### src/rtl/serial_sub8_pkg.sv
// serial_sub8_pkg: shared definitions for the bit-serial subtractor.
//   state_t  - FSM state encoding (IDLE/RUN/DONE; code 3 is unreachable and
//              recovers to IDLE on the next clock)
//   calc_ovf - signed-overflow flag for a subtraction, from the operand and
//              result sign bits
package serial_sub8_pkg;

  typedef enum logic [1:0] {
    ST_IDLE = 2'd0,
    ST_RUN  = 2'd1,
    ST_DONE = 2'd2,
    ST_3    = 2'd3
  } state_t;

  // Subtraction overflows when the operand signs differ and the result sign
  // differs from the minuend sign.
  function automatic logic calc_ovf(input logic a_msb, input logic b_msb,
                                    input logic d_msb);
    return (a_msb ^ b_msb) & (d_msb ^ a_msb);
  endfunction

endpackage

### src/rtl/serial_sub8_fsub1.sv
// fsub1: combinational 1-bit full subtractor.
//   x  - minuend bit
//   y  - subtrahend bit
//   bi - borrow in
//   d  - difference bit  (x - y - bi)
//   bo - borrow out
module fsub1 (
  input  logic x,
  input  logic y,
  input  logic bi,
  output logic d,
  output logic bo
);

  always_comb begin
    d  = x ^ y ^ bi;
    bo = (~x & y) | (~(x ^ y) & bi);
  end

endmodule

### src/rtl/serial_sub8.sv
// serial_sub8: bit-serial WIDTH-bit subtractor, diff = a - b - bin, LSB first.
//   clk    - rising-edge clock
//   rst_n  - asynchronous active-low reset
//   start  - request, only sampled while idle
//   a, b   - minuend / subtrahend, captured on an accepted start
//   bin    - borrow-in, captured on an accepted start
//   busy   - high while computing (RUN) and during the DONE cycle
//   done   - one-cycle pulse; diff/bout/ovf are valid from this cycle on
//   diff   - result, held until the next result is produced
//   bout   - borrow-out (unsigned a < b + bin)
//   ovf    - signed overflow of the subtraction
module serial_sub8
  import serial_sub8_pkg::*;
#(
  parameter int unsigned WIDTH = 8
) (
  input  logic             clk,
  input  logic             rst_n,
  input  logic             start,
  input  logic [WIDTH-1:0] a,
  input  logic [WIDTH-1:0] b,
  input  logic             bin,
  output logic             busy,
  output logic             done,
  output logic [WIDTH-1:0] diff,
  output logic             bout,
  output logic             ovf
);

  localparam int unsigned CW = (WIDTH > 1) ? $clog2(WIDTH) : 1;
  localparam logic [CW-1:0] CNT_LAST = CW'(WIDTH - 1);

  state_t           state_q;
  logic [CW-1:0]    cnt_q;
  logic [WIDTH-1:0] a_sh_q;
  logic [WIDTH-1:0] b_sh_q;
  logic [WIDTH-1:0] diff_sh_q;
  logic             br_q;
  logic             a_msb_q;
  logic             b_msb_q;
  logic             busy_q;
  logic             done_q;
  logic [WIDTH-1:0] diff_q;
  logic             bout_q;
  logic             ovf_q;

  logic             bit_d;
  logic             br_d;
  logic [WIDTH-1:0] diff_sh_d;

  fsub1 u_fsub1 (
    .x  (a_sh_q[0]),
    .y  (b_sh_q[0]),
    .bi (br_q),
    .d  (bit_d),
    .bo (br_d)
  );

  // Result shift register with the current difference bit entering at the MSB.
  assign diff_sh_d = {bit_d, diff_sh_q[WIDTH-1:1]};

  // The last RUN edge already has the final bit and borrow, so the result
  // registers load there and done/diff/bout/ovf appear together in DONE.
  always_ff @(posedge clk or negedge rst_n) begin
    if (!rst_n) begin
      state_q   <= ST_IDLE;
      cnt_q     <= '0;
      a_sh_q    <= '0;
      b_sh_q    <= '0;
      diff_sh_q <= '0;
      br_q      <= 1'b0;
      a_msb_q   <= 1'b0;
      b_msb_q   <= 1'b0;
      busy_q    <= 1'b0;
      done_q    <= 1'b0;
      diff_q    <= '0;
      bout_q    <= 1'b0;
      ovf_q     <= 1'b0;
    end else begin
      done_q <= 1'b0;
      unique case (state_q)
        ST_IDLE: begin
          if (start) begin
            a_sh_q    <= a;
            b_sh_q    <= b;
            br_q      <= bin;
            a_msb_q   <= a[WIDTH-1];
            b_msb_q   <= b[WIDTH-1];
            diff_sh_q <= '0;
            cnt_q     <= '0;
            busy_q    <= 1'b1;
            state_q   <= ST_RUN;
          end
        end
        ST_RUN: begin
          diff_sh_q <= diff_sh_d;
          a_sh_q    <= {1'b0, a_sh_q[WIDTH-1:1]};
          b_sh_q    <= {1'b0, b_sh_q[WIDTH-1:1]};
          br_q      <= br_d;
          if (cnt_q == CNT_LAST) begin
            diff_q  <= diff_sh_d;
            bout_q  <= br_d;
            ovf_q   <= calc_ovf(a_msb_q, b_msb_q, bit_d);
            done_q  <= 1'b1;
            state_q <= ST_DONE;
          end else begin
            cnt_q <= cnt_q + 1'b1;
          end
        end
        ST_DONE: begin
          busy_q  <= 1'b0;
          state_q <= ST_IDLE;
        end
        default: begin
          busy_q  <= 1'b0;
          state_q <= ST_IDLE;
        end
      endcase
    end
  end

  assign busy = busy_q;
  assign done = done_q;
  assign diff = diff_q;
  assign bout = bout_q;
  assign ovf  = ovf_q;

endmodule
### config.mk
export PLATFORM = sky130hd
export DESIGN_NAME = serial_sub8
export DESIGN_NICKNAME = d
export VERILOG_FILES = /design/src/rtl/serial_sub8_pkg.sv /design/src/rtl/serial_sub8_fsub1.sv /design/src/rtl/serial_sub8.sv
export SDC_FILE = /design/constraint.sdc
export NUM_CORES = 1
export LEC_CHECK = 0
export CAP_MARGIN = 0
export CORE_MARGIN = 4
export CORE_UTILIZATION = 56
export CTS_BUF_LIST = sky130_fd_sc_hd__clkbuf_16
export DETAILED_ROUTE_END_ITERATION = 6
export GPL_TIMING_DRIVEN = 0
export PLACE_DENSITY = 0.83
export SLEW_MARGIN = 20
export SYNTH_ARGS = -nofsm -noshare
export SYNTH_HDL_FRONTEND = slang
export SYNTH_SLANG_ARGS = --single-unit
### constraint.sdc
create_clock -name clk -period 2.7 [get_ports clk]
set_input_delay 0.54 -clock clk [delete_from_list [all_inputs] [get_ports clk]]
set_output_delay 0.54 -clock clk [all_outputs]
set_load 0.01 [all_outputs]
==> summary.txt, run 1 <==
Clock network
  – Quantity of hold-fixing buffers added after cts: 0
  – H-tree levels: 2
  – Post-CTS repair timing setup buffer count: 0
  – CTS buffer count: 5
  – Maximum root-to-sink buffer count: 2
  – Number of sinks driven by the clock tree: 43
  – Post-cts repair resize count: 0
  – TritonCTS clock tree: built
  – Clock latency on the worst-skew pair: approximately 0.28 ns
  – Register clock-pin slew on the reported worst setup and hold paths: around 0.060 ns
  – Root Driver: sky130_fd_sc_hd__clkbuf_16

Layout
  – Register area: between 1000 and 1500 µm²
  – Count of placed standard cells in the final layout, fillers left out: around 240
  – Fraction of final layout cells with drive strength greater than 1: 15.74%
  – Area Growth Syn to Fin: 30.19%
  – Number of antenna cells inserted: 0
  – Multi-input logic area: between 700 and 800 µm²
  – Post-layout net count: 219
  – Post-Route Utilization: 78.37%
  – # fillers: slightly above 200

Global routing
  – Pin count of the biggest net entering global routing: 30
  – Sum of overflow across all layers after global routing: 0
  – Wire length of the first global-routing pass: 6768 µm
  – Number of antenna violations at the first check in global routing: 0
  – Via count of the first global-routing pass: 1449
  – Global-route usage over all layers: roughly a fifth

Synth
  – Nets in the synthesized netlist: between 150 and 200
  – Library cell occupying the most area in the post-synthesis netlist: sky130_fd_sc_hd__dfrtp_1
  – Synth Register Bits: 43
  – Area of the mapped netlist: about 1900 µm²
  – Proportion of netlist area held by the largest area contributor: between 50% and 60%
  – Synthesized area per cell: 12.09 µm²
  – Sequential area share after synthesis: 56.69%
  – Leading cell type by number of instances after synthesis: sky130_fd_sc_hd__dfrtp_1
  – Yosys warnings: 0
  – Async S/R FF share, synth: 100.0%
  – Synth area leaders: sky130_fd_sc_hd__dfrtp_1 57%, sky130_fd_sc_hd__mux2i_1 7.9%, sky130_fd_sc_hd__nand2_1 3.8%
  – Number of flops mapped to enable cells by yosys: 0
  – Number of distinct library cells after synthesis: 29
  – Primary FF master, synth: sky130_fd_sc_hd__dfrtp_1
  – Top cell types by occurrence after synthesis: 43 x sky130_fd_sc_hd__dfrtp_1, 19 x sky130_fd_sc_hd__nand2_1, 15 x sky130_fd_sc_hd__mux2i_1
  – Number of cells produced by synthesis: 157

Critical path
  – Cells along the critical path: clkdlybuf4s50_1 > nor2b_2 > and2b_1 > mux2_1
  – Required time of the worst setup path: approximately 2.9 ns
  – Worst-case register-to-register setup slack: 1.12 ns
  – Peak per-stage delay on the critical path: 0.61 ns
  – Kind of launch point of the worst setup path: input pin
  – Crit path max-delay cell type: sky130_fd_sc_hd__clkdlybuf4s50_1
  – Maximum fanout count along the critical path: 6
  – Count of cells along the worst register-to-register path: 5
  – Setup crit end kind: register
  – Capture instance of the worst register-to-register path: cnt_q[1]$_DFFE_PN0P_
  – Launch instance of the worst register-to-register path: cnt_q[0]$_DFFE_PN0P_
  – Worst Path Arrival: between 1.5 and 2 ns
  – Setup CP Type: in -> reg

Outcome
  – Run status: completed

Route
  – Vias post-DR: between 1000 and 1500
  – Number of antenna-violating nets in the routed design: 0
  – WL/cell: around 17 µm
  – Remaining routing DRC violations: 0
  – Detailed-route wire length: 4087 µm
  – Vias per std cell: around 5.5
  – 1st-pass router iterations: 4
  – Violation count after the first detailed-route iteration: just under 70

Timing
  – Worst setup slack after layout: about 0.96 ns
  – Fraction of the cycle the final worst path needs: ~64%
  – Peak Freq: between 500 and 600 MHz
  – Maximum clock skew at final layout: between 0.003 and 0.004 ns
  – Slew HR: approximately 75%
  – Unrepaired setup endpoints after global routing: no
  – Hold Vio Cnt, Final: 0
  – Clock period minus final worst setup slack: 1.738 ns
  – Setup Total Neg Slack: 0 ns
  – Count of final max-slew check failures: 0
  – Worst Tran Pin Value: about 0.37 ns
  – Endpoints failing setup: 0

Power
  – P per Cell Area: roughly 1200 nW/µm²
  – Share of total power in the clock network: around a quarter
  – Internal Pwr Total: between 0.0015 and 0.002 W
  – Share of power burned in combinational logic: between 30% and 40%
  – Sequential power share: a little under two fifths
  – Sw Share: between 30% and 40%
  – Switching power of the nets: slightly above 0.0009 W
  – Leakage power: between 1 and 1.5 nW
  – Peak ir drop on the vdd network: around 0.6 mV

Placement
  – Worst setup slack after placement: 0.6715 ns
  – DPL Wire Length: 2913 µm
  – # port buffers: 31
  – Number of placed instances with taps included: roughly 230
  – Final RePlAce weighted congestion: 0.8161

Floorplan
  – Number of top-level pins: 32
  – Die ar.: between 4000 and 5000 µm²
  – Cell Rows: 20
  – Floorplan core area: approximately 3200 µm²
  – Horizontal extent of the die: roughly 66 µm
  – Height of the die: ~66 µm
  – Effective utilization at floorplan: about three fifths

Flow run
  – Number of max-cap violations: 0

Worst hold path
  – Min-Delay Path Class: in -> async
-- stage by stage --
stage,instance area [µm²],hold WS [ns],total power [W]
floorplan,1898,0.2444,0.001736
global placement,2263,0.4641,0.002015
detailed placement,2278,0.4721,0.002107
CTS,2471,0.1752,0.002894
global route,2471,0.1853,0.003035
finish,2471,0.1669,0.002883
-- worst max-delay path: cells and delay by family --
family                 cells  cell delay (ns)
buffers and inverters      1             0.61
AND/OR/NAND/NOR            2             0.44
multiplexers               1             0.32
-- logic make-up after synthesis --
family | after synthesis | share of synthesized area, %
flip-flops | 43 | 56.69
AO/OA/AOI/OAI | 36 | 12.06
AND/OR/NAND/NOR | 33 | 9.361
multiplexers | 25 | 14.63
buffers and inverters | 17 | 4.878
adder cells (fa/ha/maj) | 3 | 2.373
-- final cells by class --
type | count | area share (%)
Clock inverter | 3 | 2.734
Clock buffer | 5 | 5.063
Multi-Input combinational cell | 97 | 29.52
Sequential cell | 43 | 43.54
Timing Repair Buffer | 32 | 13.16
Buffer | 9 | 2.532
Tap cell | 44 | 2.228
Inverter | 8 | 1.215
-- how the worst max path moves through the flow --
stage | startpoint | endpoint | cells past startpoint
final | start | a_msb_q$_DFFE_PN0P_ | 4
after global routing | start | a_msb_q$_DFFE_PN0P_ | 4
after CTS | start | a_msb_q$_DFFE_PN0P_ | 4
after detailed placement | start | a_msb_q$_DFFE_PN0P_ | 4
after global placement | rst_n | diff_sh_q[1]$_DFFE_PN0P_ | 1
after floorplan | cnt_q[0]$_DFFE_PN0P_ | diff[4]$_DFFE_PN0P_ | 5
-- placed cells by master, fill, tap and decap left out, drive strengths merged, types with 5 or more instances in the layout --
master         instances
buf                   11
dfrtp                 43
a21oi                  7
o21ai                 19
a22o                   7
clkdlybuf4s50         30
inv                    8
clkbuf                 5
nor2b                  5
nand2                 19
mux2i                 15
mux2                  10
-- sequential cells by signal, indices dropped and copies added (netlist names) --
signal	count
a_sh_q	8
ovf	1
busy	1
b_msb_q	1
diff_sh_q	7
b_sh_q	8
a_msb_q	1
diff	8
br_q	1
cnt_q	3
done	1
state_q	2
bout	1
-- power groups by stage --
| stage | clock network, W | logic [W] | registers (W) |
|---|---|---|---|
| floorplan | 0 | 0.000668 | 0.00107 |
| global placement | 0 | 0.000956 | 0.00106 |
| detailed placement | 0 | 0.00102 | 0.00109 |
| CTS | 0.000769 | 0.00105 | 0.00108 |
| global route | 0.000801 | 0.00113 | 0.00111 |
| finish | 0.000763 | 0.00104 | 0.00108 |
-- per-layer routing --
metal | part of all wire [%] | GRT usage (%) | vias up
li1 | - | - | 613
met1 | 42 | 24.44 | 657
met2 | 53 | 36.80 | 37
met3 | 3.9 | 5.272 | 9
met4 | 1.6 | 7.360 | 0
met5 | 0 | 0 | -
No activity file was read; power rests on OpenSTA's default activity.
==> run 2, diff against run 1 <==
CORE_UTILIZATION = 52   (was 56)
PLACE_DENSITY = 0.77   (was 0.83)
clock period = 1.75 ns   (was 2.7 ns; I/O delays follow)
==> run 2 against run 1 <==
- clock skew rose by 0.00074 ns
- via count fell by 1.2%
- cell count rose by 1.2%
- sequential power rose by 53%
- clock power rose by 20%
- setup slack got worse by 0.79 ns
- worst hold slack improved by 0.32 ns
- sequential share of layout area rose by 0.56 points
- register-to-register slack got worse by 0.92 ns
- final area fell by 1.3%
- critical path type unchanged
- highest routed layer unchanged
==> summary.txt, run 2 (same netlist as run 1, synthesis figures left out) <==
Outcome
  – Run status: completed

Critical path
  – Peak per-stage delay on the critical path: 0.63 ns (+0.02 ns)
  – Dominant delay contributor by cell family on the critical path: buffers and inverters
  – Crit path max-delay cell type: sky130_fd_sc_hd__clkdlybuf4s50_1
  – Kind of launch point of the worst setup path: input pin
  – Setup CP Type: in -> reg
  – Worst Path Arrival: 1.74 ns (-0.16 ns)
  – Maximum fanout count along the critical path: 6 (unchanged)
  – Critical path buffer and inverter count: 1 (unchanged)
  – Count of cells along the worst register-to-register path: 5 (unchanged)
  – Required time of the worst setup path: 1.92 ns (-0.94 ns)
  – Setup crit end kind: register
  – Critical path depth: 4 (unchanged)
  – Cells along the critical path: clkdlybuf4s50_1 > nor2b_2 > and2b_1 > mux2_1

Power
  – Power Total: 0.004110 W (+43%)
  – Peak ir drop on the vdd network: 0.8181 mV (+38%)
  – Leakage power: 1.145 nW (-1.7%)
  – P per Cell Area: 1684 nW/µm² (+44%)

Route
  – Vias per std cell: 5.328 (-2.4%)
  – Number of antenna-violating nets in the routed design: 0 (unchanged)
  – 1st-pass router iterations: 4 (unchanged)
  – Violation count after the first detailed-route iteration: 77 (+13%)
  – Detailed-route wire length: 3577 µm (-12%)
  – Remaining routing DRC violations: 0 (unchanged)
  – Vias post-DR: 1300 (-1.2%)
  – WL/cell: 14.66 µm (-14%)

Clock network
  – Post-cts repair resize count: 0 (unchanged)
  – Number of sinks driven by the clock tree: 43 (unchanged)
  – TritonCTS clock tree: built
  – Maximum root-to-sink buffer count: 2 (unchanged)
  – H-tree levels: 2 (unchanged)
  – Post-CTS repair timing setup buffer count: 0 (unchanged)
  – Root Driver: sky130_fd_sc_hd__clkbuf_16
  – CTS buffer count: 5 (unchanged)
  – Register clock-pin slew on the reported worst setup and hold paths: 0.06 ns (about the same)
  – Clock latency on the worst-skew pair: 0.28 ns (about the same)

Layout
  – Fraction of final layout cells with drive strength greater than 1: 15.66% (-0.079 points)
  – Most common cell after layout, fill and taps aside: sky130_fd_sc_hd__dfrtp_1
  – Number of antenna cells inserted: 0 (unchanged)
  – # fillers: 255 (+26%)
  – Post-Route Utilization: 70.88% (-7.5 points)
  – Count of placed standard cells in the final layout, fillers left out: 244 (+1.2%)
  – Register area: 1076 µm² (unchanged)
  – Multi-input logic area: 729.5 µm² (unchanged)
  – Highest-count cells in the layout ignoring fill and taps: 43 x sky130_fd_sc_hd__dfrtp_1, 30 x sky130_fd_sc_hd__clkdlybuf4s50_1, 19 x sky130_fd_sc_hd__nand2_1
  – Post-layout net count: 220 (+0.46%)
  – Area Growth Syn to Fin: 28.54%

Timing
  – Slew HR: 73.23% (-2.0 points)
  – Unrepaired setup endpoints after global routing: no
  – Minimum hold slack: 0.4918 ns (+0.3250 ns)
  – Worst Tran Pin Value: 0.4016 ns (+0.02959 ns)
  – Hold Vio Cnt, Final: 0 (unchanged)
  – Endpoints failing setup: 0 (unchanged)
  – Clock period minus final worst setup slack: around 1.6 ns
  – Peak Freq: 633.9 MHz
  – Maximum clock skew at final layout: 0.004320 ns (+0.0007397 ns)
  – Setup Total Neg Slack: 0 ns (unchanged)
  – Count of final max-slew check failures: 0 (unchanged)
  – Fraction of the cycle the final worst path needs: 90.15%

Global routing
  – Sum of overflow across all layers after global routing: 0 (unchanged)
  – Wire length of the first global-routing pass: 6113 µm (-9.7%)
  – Global-route track usage on met3: 5.583% (+0.31 points)
  – Pin count of the biggest net entering global routing: 27 (-10%)
  – Gr busiest metal: met2
  – Met2 track utilization from global routing: 29.20% (-7.6 points)
  – Via count of the first global-routing pass: 1325 (-8.6%)
  – Fraction of met1 tracks used by global routing: 22.64% (-1.8 points)
  – Global-route usage over all layers: 18.14% (-2.8 points)
  – Number of antenna violations at the first check in global routing: 0 (unchanged)

Floorplan
  – Height of the die: 68.42 µm (+3.3%)
  – Cell Rows: 21 (+5.0%)
  – Number of top-level pins: 32 (unchanged)
  – Horizontal extent of the die: 68.42 µm (+3.3%)
  – Effective utilization at floorplan: 55.14% (-5.1 points)
  – Floorplan core area: 3442 µm² (+9.2%)
  – Die ar.: 4681 µm² (+6.7%)

Worst hold path
  – Number of cells on the worst hold path: 2
  – Min-Delay Path Class: reg -> reg

Placement
  – Final RePlAce weighted congestion: 0.7993 (-2.1%)
  – DPL Wire Length: 2625 µm (-9.9%)
  – Number of placed instances with taps included: 235 (+0.86%)
  – # port buffers: 31 (unchanged)

Flow run
  – Number of max-cap violations: 0 (unchanged)
## run 2: changes by cell type in the layout (fill, tap and decap cells not counted)
cell	previous run	this run
sky130_fd_sc_hd__bufinv_16	2	0
sky130_fd_sc_hd__clkinvlp_4	1	2
sky130_fd_sc_hd__dlygate4sd3_1	0	1
sky130_fd_sc_hd__inv_6	0	1
## run 2: cell type report
| cell class | instances | share of cell area [%] |
|---|---|---|
| Buffer | 9 | 2.564 |
| Clock buffer | 5 | 5.128 |
| Clock inverter | 3 | 0.9744 |
| Inverter | 8 | 1.231 |
| Multi-Input combinational cell | 97 | 29.90 |
| Sequential cell | 43 | 44.10 |
| Tap cell | 46 | 2.359 |
| Timing Repair Buffer | 33 | 13.74 |
## run 2: metrics by stage
| step | cell area, µm² | worst slack [ns] |
|---|---|---|
| after floorplan | 1898 | 0.3114 |
| after global placement | 2266 | -0.6599 |
| after detailed placement | 2281 | -0.1174 |
| after CTS | 2440 | 0.1776 |
| after global routing | 2440 | 0.1072 |
| final | 2440 | 0.1723 |
## run 2: routing by layer
metal	wire length, µm	up-vias
li1	-	618
met1	1629	639
met5	0	-
met2	1722	36
met3	171	7
met4	54	0
## run 2: worst paths after layout
path                                       from               endpoint  slack (ns)
min                             ovf$_DFFE_PN0P_        ovf$_DFFE_PN0P_        0.49
max                                       start    b_msb_q$_DFFE_PN0P_        0.17
max in group asynchronous                 rst_n  a_sh_q[2]$_DFFE_PN0P_        0.76
max reg2reg                cnt_q[0]$_DFFE_PN0P_   cnt_q[1]$_DFFE_PN0P_        0.20
min reg2reg                     ovf$_DFFE_PN0P_        ovf$_DFFE_PN0P_        0.49
min in group asynchronous                 rst_n        ovf$_DFFE_PN0P_        0.53
## run 2: report_power, final
part	internal (W)	leakage [nW]	switching, W
clock	0.000532	0.0664	0.000380
sequential	0.00141	0.544	0.000241
combinational	0.000822	0.534	0.000723
total	0.00276	1.15	0.00134
## run 2: timing repair
| action | 4_1_cts | 5_1_grt |
|---|---|---|
| endpoints found under the setup margin | 0 | 0 |
| hold buffers | 1 | 0 |
| endpoints found under the hold margin | 17 | 0 |
## run 2: worst register-to-register path, delay by kind of cell, from the launching register on
kind | cells | cell delay (ns)
simple gates | 1 | 0.17
flops | 1 | 0.39
compound gates | 1 | 0.25
fa+ha+maj | 2 | 0.43
mux | 1 | 0.22
